$ cat config.mk
export PLATFORM = sky130hd
export DESIGN_NAME = io_seg_scan
export DESIGN_NICKNAME = d
export VERILOG_FILES = /design/src/rtl/io_pkg.sv /design/src/rtl/seg_digit_enc.sv /design/src/rtl/io_seg_scan.sv
export SDC_FILE = /design/constraint.sdc
export NUM_CORES = 1
export LEC_CHECK = 0
export ABC_AREA = 1
export CAP_MARGIN = 20
export CORE_ASPECT_RATIO = 1.25
export CORE_MARGIN = 8
export CORE_UTILIZATION = 40
export CTS_CLUSTER_SIZE = 40
export DETAILED_ROUTE_END_ITERATION = 8
export HOLD_SLACK_MARGIN = 0.15
export PLACE_DENSITY_LB_ADDON = 0.3
export SYNTH_ARGS = -nofsm -noshare
export SYNTH_HDL_FRONTEND = slang
export SYNTH_SLANG_ARGS = --single-unit
$ cat constraint.sdc
create_clock -name sys_clk_in -period 2.6 [get_ports sys_clk_in]
set_input_delay 0.52 -clock sys_clk_in [delete_from_list [all_inputs] [get_ports sys_clk_in]]
set_output_delay 0.52 -clock sys_clk_in [all_outputs]
set_load 0.05 [all_outputs]
$ cat src/rtl/io_pkg.sv
// Shared constants and the hex-to-segment table for the seven-segment scan path.
package io_pkg;

  localparam int NUM_DIGITS = 8;
  localparam int GROUP_SIZE = 4;

  // Bit positions inside a [0:7] segment vector (A first, DP last).
  localparam int SEG_A  = 0;
  localparam int SEG_B  = 1;
  localparam int SEG_C  = 2;
  localparam int SEG_D  = 3;
  localparam int SEG_E  = 4;
  localparam int SEG_F  = 5;
  localparam int SEG_G  = 6;
  localparam int SEG_DP = 7;

  typedef logic [0:7] seg_vec_t;

  // Hex nibble to A..G pattern, element 0 is segment A. Lowercase b and d.
  function automatic logic [0:6] hex2seg(input logic [3:0] nib);
    logic [0:6] pat;
    case (nib)
      4'h0: pat = 7'b1111110;
      4'h1: pat = 7'b0110000;
      4'h2: pat = 7'b1101101;
      4'h3: pat = 7'b1111001;
      4'h4: pat = 7'b0110011;
      4'h5: pat = 7'b1011011;
      4'h6: pat = 7'b1011111;
      4'h7: pat = 7'b1110000;
      4'h8: pat = 7'b1111111;
      4'h9: pat = 7'b1111011;
      4'hA: pat = 7'b1110111;
      4'hB: pat = 7'b0011111;
      4'hC: pat = 7'b1001110;
      4'hD: pat = 7'b0111101;
      4'hE: pat = 7'b1001111;
      default: pat = 7'b1000111;
    endcase
    return pat;
  endfunction

endpackage

$ cat src/rtl/seg_digit_enc.sv
// One digit encoder: nibble to A..G pattern, forced dark when blanked, DP passed through.
module seg_digit_enc
  import io_pkg::*;
(
  input  logic [3:0] nibble,
  input  logic       blank,
  input  logic       dp,
  output seg_vec_t   seg
);

  // Blanking only darkens A..G; the decimal point always follows dp.
  always_comb begin
    seg              = '0;
    seg[SEG_A:SEG_G] = blank ? 7'b0000000 : hex2seg(nibble);
    seg[SEG_DP]      = dp;
  end

endmodule

$ cat src/rtl/io_seg_scan.sv
// Eight-digit seven-segment scan controller: shadow/active value registers,
// phase divider with a blank gap, two-group digit multiplexing, registered pins.
module io_seg_scan
  import io_pkg::*;
#(
  parameter int SCAN_DIV  = 100000,
  parameter int BLANK_CYC = 16
) (
  input  logic        sys_clk_in,
  input  logic        sys_rst_n,
  input  logic        wr_en,
  input  logic [31:0] wr_data,
  input  logic [7:0]  dp_mask,
  input  logic        lz_en,
  output logic [7:0]  seg_cs_pin,
  output logic [0:7]  seg_data_0_pin,
  output logic [0:7]  seg_data_1_pin
);

  localparam int DIV_W = $clog2(SCAN_DIV);
  localparam logic [DIV_W-1:0] DIV_LAST  = DIV_W'(SCAN_DIV - 1);
  localparam logic [DIV_W-1:0] BLANK_END = DIV_W'(BLANK_CYC);

  // Scan phase encoding: phase p drives digit p and digit p+4.
  localparam logic [1:0] PHASE_0    = 2'd0;
  localparam logic [1:0] PHASE_LAST = 2'd3;

  logic [31:0]      sh_val_q, sh_val_d;
  logic [7:0]       sh_dp_q, sh_dp_d;
  logic             sh_lz_q, sh_lz_d;
  logic [31:0]      act_val_q, act_val_d;
  logic [7:0]       act_dp_q, act_dp_d;
  logic             act_lz_q, act_lz_d;
  logic [DIV_W-1:0] div_cnt_q, div_cnt_d;
  logic [1:0]       phase_q, phase_d;
  logic [7:0]       cs_q, cs_d;
  seg_vec_t         seg0_q, seg0_d;
  seg_vec_t         seg1_q, seg1_d;

  logic             div_wrap;
  logic             frame_wrap;
  logic [NUM_DIGITS-1:0] lz_blank;
  logic             upper_zero;
  logic [2:0]       dig0_idx;
  logic [2:0]       dig1_idx;
  logic [3:0]       nib0;
  logic [3:0]       nib1;
  seg_vec_t         seg0_w;
  seg_vec_t         seg1_w;

  // Divider, phase, and shadow/active register next-state.
  always_comb begin
    div_wrap   = (div_cnt_q == DIV_LAST);
    frame_wrap = div_wrap && (phase_q == PHASE_LAST);
    div_cnt_d  = div_wrap ? '0 : div_cnt_q + 1'b1;
    phase_d    = div_wrap ? phase_q + 2'd1 : phase_q;
    // A write at the frame edge lands in the shadow; active takes the old shadow.
    sh_val_d   = wr_en ? wr_data : sh_val_q;
    sh_dp_d    = wr_en ? dp_mask : sh_dp_q;
    sh_lz_d    = wr_en ? lz_en   : sh_lz_q;
    act_val_d  = frame_wrap ? sh_val_q : act_val_q;
    act_dp_d   = frame_wrap ? sh_dp_q  : act_dp_q;
    act_lz_d   = frame_wrap ? sh_lz_q  : act_lz_q;
  end

  // Leading-zero blank: a digit is dark when it and every digit above it are zero.
  // Digit 0 is never blanked so a zero value still shows "0".
  always_comb begin
    lz_blank   = '0;
    upper_zero = 1'b1;
    for (int k = NUM_DIGITS - 1; k >= 1; k--) begin
      upper_zero  = upper_zero & (act_val_q[4*k +: 4] == 4'h0);
      lz_blank[k] = act_lz_q & upper_zero;
    end
  end

  // Current digit of each group, selected by phase.
  always_comb begin
    dig0_idx = {1'b0, phase_q};
    dig1_idx = {1'b1, phase_q};
    nib0     = act_val_q[{dig0_idx, 2'b00} +: 4];
    nib1     = act_val_q[{dig1_idx, 2'b00} +: 4];
  end

  seg_digit_enc u_enc_grp0 (
    .nibble (nib0),
    .blank  (lz_blank[dig0_idx]),
    .dp     (act_dp_q[dig0_idx]),
    .seg    (seg0_w)
  );

  seg_digit_enc u_enc_grp1 (
    .nibble (nib1),
    .blank  (lz_blank[dig1_idx]),
    .dp     (act_dp_q[dig1_idx]),
    .seg    (seg1_w)
  );

  // Pin values: selects dark during the gap, segment buses track the phase immediately.
  always_comb begin
    cs_d   = (div_cnt_q < BLANK_END) ? 8'h00 : ((8'h01 << dig0_idx) | (8'h01 << dig1_idx));
    seg0_d = seg0_w;
    seg1_d = seg1_w;
  end

  // State and output registers; reset wins over a same-cycle write.
  always_ff @(posedge sys_clk_in) begin
    if (!sys_rst_n) begin
      sh_val_q  <= '0;
      sh_dp_q   <= '0;
      sh_lz_q   <= 1'b0;
      act_val_q <= '0;
      act_dp_q  <= '0;
      act_lz_q  <= 1'b0;
      div_cnt_q <= '0;
      phase_q   <= PHASE_0;
      cs_q      <= '0;
      seg0_q    <= '0;
      seg1_q    <= '0;
    end else begin
      sh_val_q  <= sh_val_d;
      sh_dp_q   <= sh_dp_d;
      sh_lz_q   <= sh_lz_d;
      act_val_q <= act_val_d;
      act_dp_q  <= act_dp_d;
      act_lz_q  <= act_lz_d;
      div_cnt_q <= div_cnt_d;
      phase_q   <= phase_d;
      cs_q      <= cs_d;
      seg0_q    <= seg0_d;
      seg1_q    <= seg1_d;
    end
  end

  assign seg_cs_pin     = cs_q;
  assign seg_data_0_pin = seg0_q;
  assign seg_data_1_pin = seg1_q;

endmodule

==> out/qor.yml <==
outcome:
  outcome: "finished clean"
timing:
  setup-tns-final_ns: 0
  finalHoldViolations: 0
  setup_viol_count_final: 0
  maxSlewHeadroom_pct: 47.2
  fin_crit_ns: 2.24
  clock_skew_ns: 0.00813
  worst_pin_slew_ns: 0.793
  rsz0062_at_grt: "false"
  max_freq_mhz: 447
  finalWorstSetupSlack_ns: 0.365
  drv_slew: 0
  post-route-period-util_pct: 86.0
synthesis:
  ys.flop_type: "dfxtp_1"
  syn_area_per_cell_um2: 6.80
  synth_top_area_cell: "dfxtp_1"
  syn_nets: 910
  synth-edff-count: 0
  synth.most_common_cell: "nor2_1"
  syn_area_um2: 5760
  async_reset_ff_share_pct: 0
  ys_warn_count: 0
  yosys-top-cells-area: "dfxtp_1 42%, nor2_1 12%, nand2_1 10%"
  synth_cells: 847
  synthTopCellsByCount: "182 x nor2_1, 154 x nand2_1, 126 x inv_1, 121 x dfxtp_1, 60 x o21ai_0"
  netlist.area_leader.share_pct: 42.1
  synth.distinct_cells: 29
  synth_seq_cells: 121
  ys_seq_area_share_pct: 42.1
clocking:
  htree_num_levels: 4
  cts_tree: "built"
  cts_setup_buffers: 0
  cts_buffers: 17
  clk_pin_slew_ns: 0.05
  cts_resized: 0
  cts_sinks: 121
  clockBufferDepth: 2
  root_buffer: "clkbuf_16"
  insertion_delay_ns: 0.41
  postCtsHoldBufs: 0
cells_and_area:
  n_antenna_cell: 0
  drive_gt1_share_pct: 6.43
  nets: 968
  area_delta_synth_final_pct: 22.6
power:
  ir_drop_uv: 439
  cellLeakagePower_nw: 3.18
  power.density_nw_per_um2: 630
global_route:
  grt_antenna_before_repair: 0
  grt_pass1_wl_mm: 21.6
  overflow: 0
  grt_pass1_vias: 4754
  grt_max_degree: 83
  grt_use_total_pct: 14.5
drt:
  route.detailed.vias_per_inst: 4.55
  ant_nets: 0
  num_vias: 4987
  drt_pass1_iterations: 4
  drc: 0
  routedWlPerCell_um: 11.4
  totalWireLength_mm: 12.5
  drtIter0Drc: 360
critical_path:
  critPathCaptureType: "register"
  path_class: "reg -> reg"
  crit_required_ns: 2.90
  startpoint_type: "register"
  crit_fanout: 15
  crit_arrival_ns: 2.53
floorplanning:
  die_h_um: 150
  io_pins: 68
  core_area_um2: 14200
  num_rows: 49
  die_w_um: 123
  die-area_um2: 18500
  initial_core_util_pct: 40.5
run:
  maxCapViolCount: 0
placed_design:
  routabilityCongestion: 0.847
  io_buffer_count: 67
  hpwlAfterDp_mm: 8.91
  place_ws_ns: 0.368
worst_hold_path:
  hp-class: "reg -> reg"
layout make-up:
cell class | count | area (um^2)
Clock inverter | 15 | 153
Timing Repair Buffer | 77 | 741
Multi-Input combinational cell | 558 | 2610
Sequential cell | 121 | 2420
Fill cell | 1483 | 7160
Clock buffer | 17 | 425
Tap cell | 178 | 223
Inverter | 130 | 488
worst paths after layout:
check	startpoint	end	slack, ns	depth (start not counted)
hold / removal	div_cnt_q[0]	div_cnt_q[0]	0.45	1
hold reg to reg	div_cnt_q[0]	div_cnt_q[0]	0.45	1
setup / recovery	phase_q[0]	seg_data_0_pin[4]	0.36	12
setup reg to reg	phase_q[0]	seg_data_0_pin[4]	0.36	12
critical path: stages, from the launching register on:
cell     delay [ns]
dfxtp_1        0.44
inv_2          0.26
nand2_1        0.08
a32oi_1        0.34
inv_1          0.18
ha_1           0.24
or2_2          0.29
nand3_1        0.08
nand2_1        0.05
nand2_1        0.05
nand2_1        0.05
inv_1          0.05
nor2_1         0.03
routing by layer:
layer	GRT usage, %	wire length, um	vias up
met4	5.61	203	0
met5	0	0	-
met3	3.68	522	18
li1	-	-	2725
met2	22.9	5690	82
met1	18.5	6060	2162
report_power, final:
| group | total (W) | leakage (nW) | internal (W) | switching (W) |
|---|---|---|---|---|
| Sequential | 0.00194 | 0.990 | 0.00191 | 0.0000251 |
| Clock | 0.00226 | 0.271 | 0.00141 | 0.000859 |
| Combinational | 0.000247 | 1.92 | 0.000115 | 0.000133 |
per-stage QoR:
step / power (W) / hold slack (ns) / utilization (%) / cells / cell area (um^2)
3_5_place_dp: 0.00223 / 0.440 / 45.6 / 1064 / 6480
4_1_cts: 0.00451 / 0.449 / 49.6 / 1096 / 7060
2_1_floorplan: 0.00211 / 0.417 / - / 847 / 5760
5_1_grt: 0.00464 / 0.469 / 49.6 / 1096 / 7060
6_report: 0.00445 / 0.448 / 49.6 / 1096 / 7060
3_3_place_gp: 0.00223 / 0.430 / 45.6 / 1064 / 6480
sequential cells by signal (all words and copies together), names as in the netlist:
register,cells
sh_val_q,32
sh_dp_q,8
sh_lz_q,1
act_lz_q,1
seg_data_1_pin,8
seg_cs_pin,4
phase_q,2
seg_data_0_pin,8
act_dp_q,8
div_cnt_q,17
act_val_q,32
layout by cell type (no fill, tap or decap), types with 2 or more instances in the layout:
master           count
nor2_1             182
nand2_1            154
inv_1              126
dfxtp_1            121
clkdlybuf4s50_1     66
o21ai_0             60
nand3_1             42
o21ai_1             40
a21oi_1             23
ha_1                19
clkbuf_16           17
buf_4               10
nand4_1              7
nor3_1               6
xor2_1               5
clkinvlp_4           5
inv_2                4
nand2_2              4
clkinv_2             4
clkinv_4             3
a32oi_1              2
nor2_4               2
nor2_2               2
nand3b_1             2
or2_2                2
bufinv_16            2
logic make-up (layout without fill, tap and decap cells):
family | count (synthesis) | count (layout) | synth area share (%)
buf+inv | 168 | 239 | 12.6
xor+xnor | 6 | 6 | 0.913
simple gates | 407 | 407 | 29.1
fa+ha+maj | 19 | 19 | 4.13
compound gates | 126 | 126 | 11.1
flops | 121 | 121 | 42.1
(Power assumes the default switching activity.)
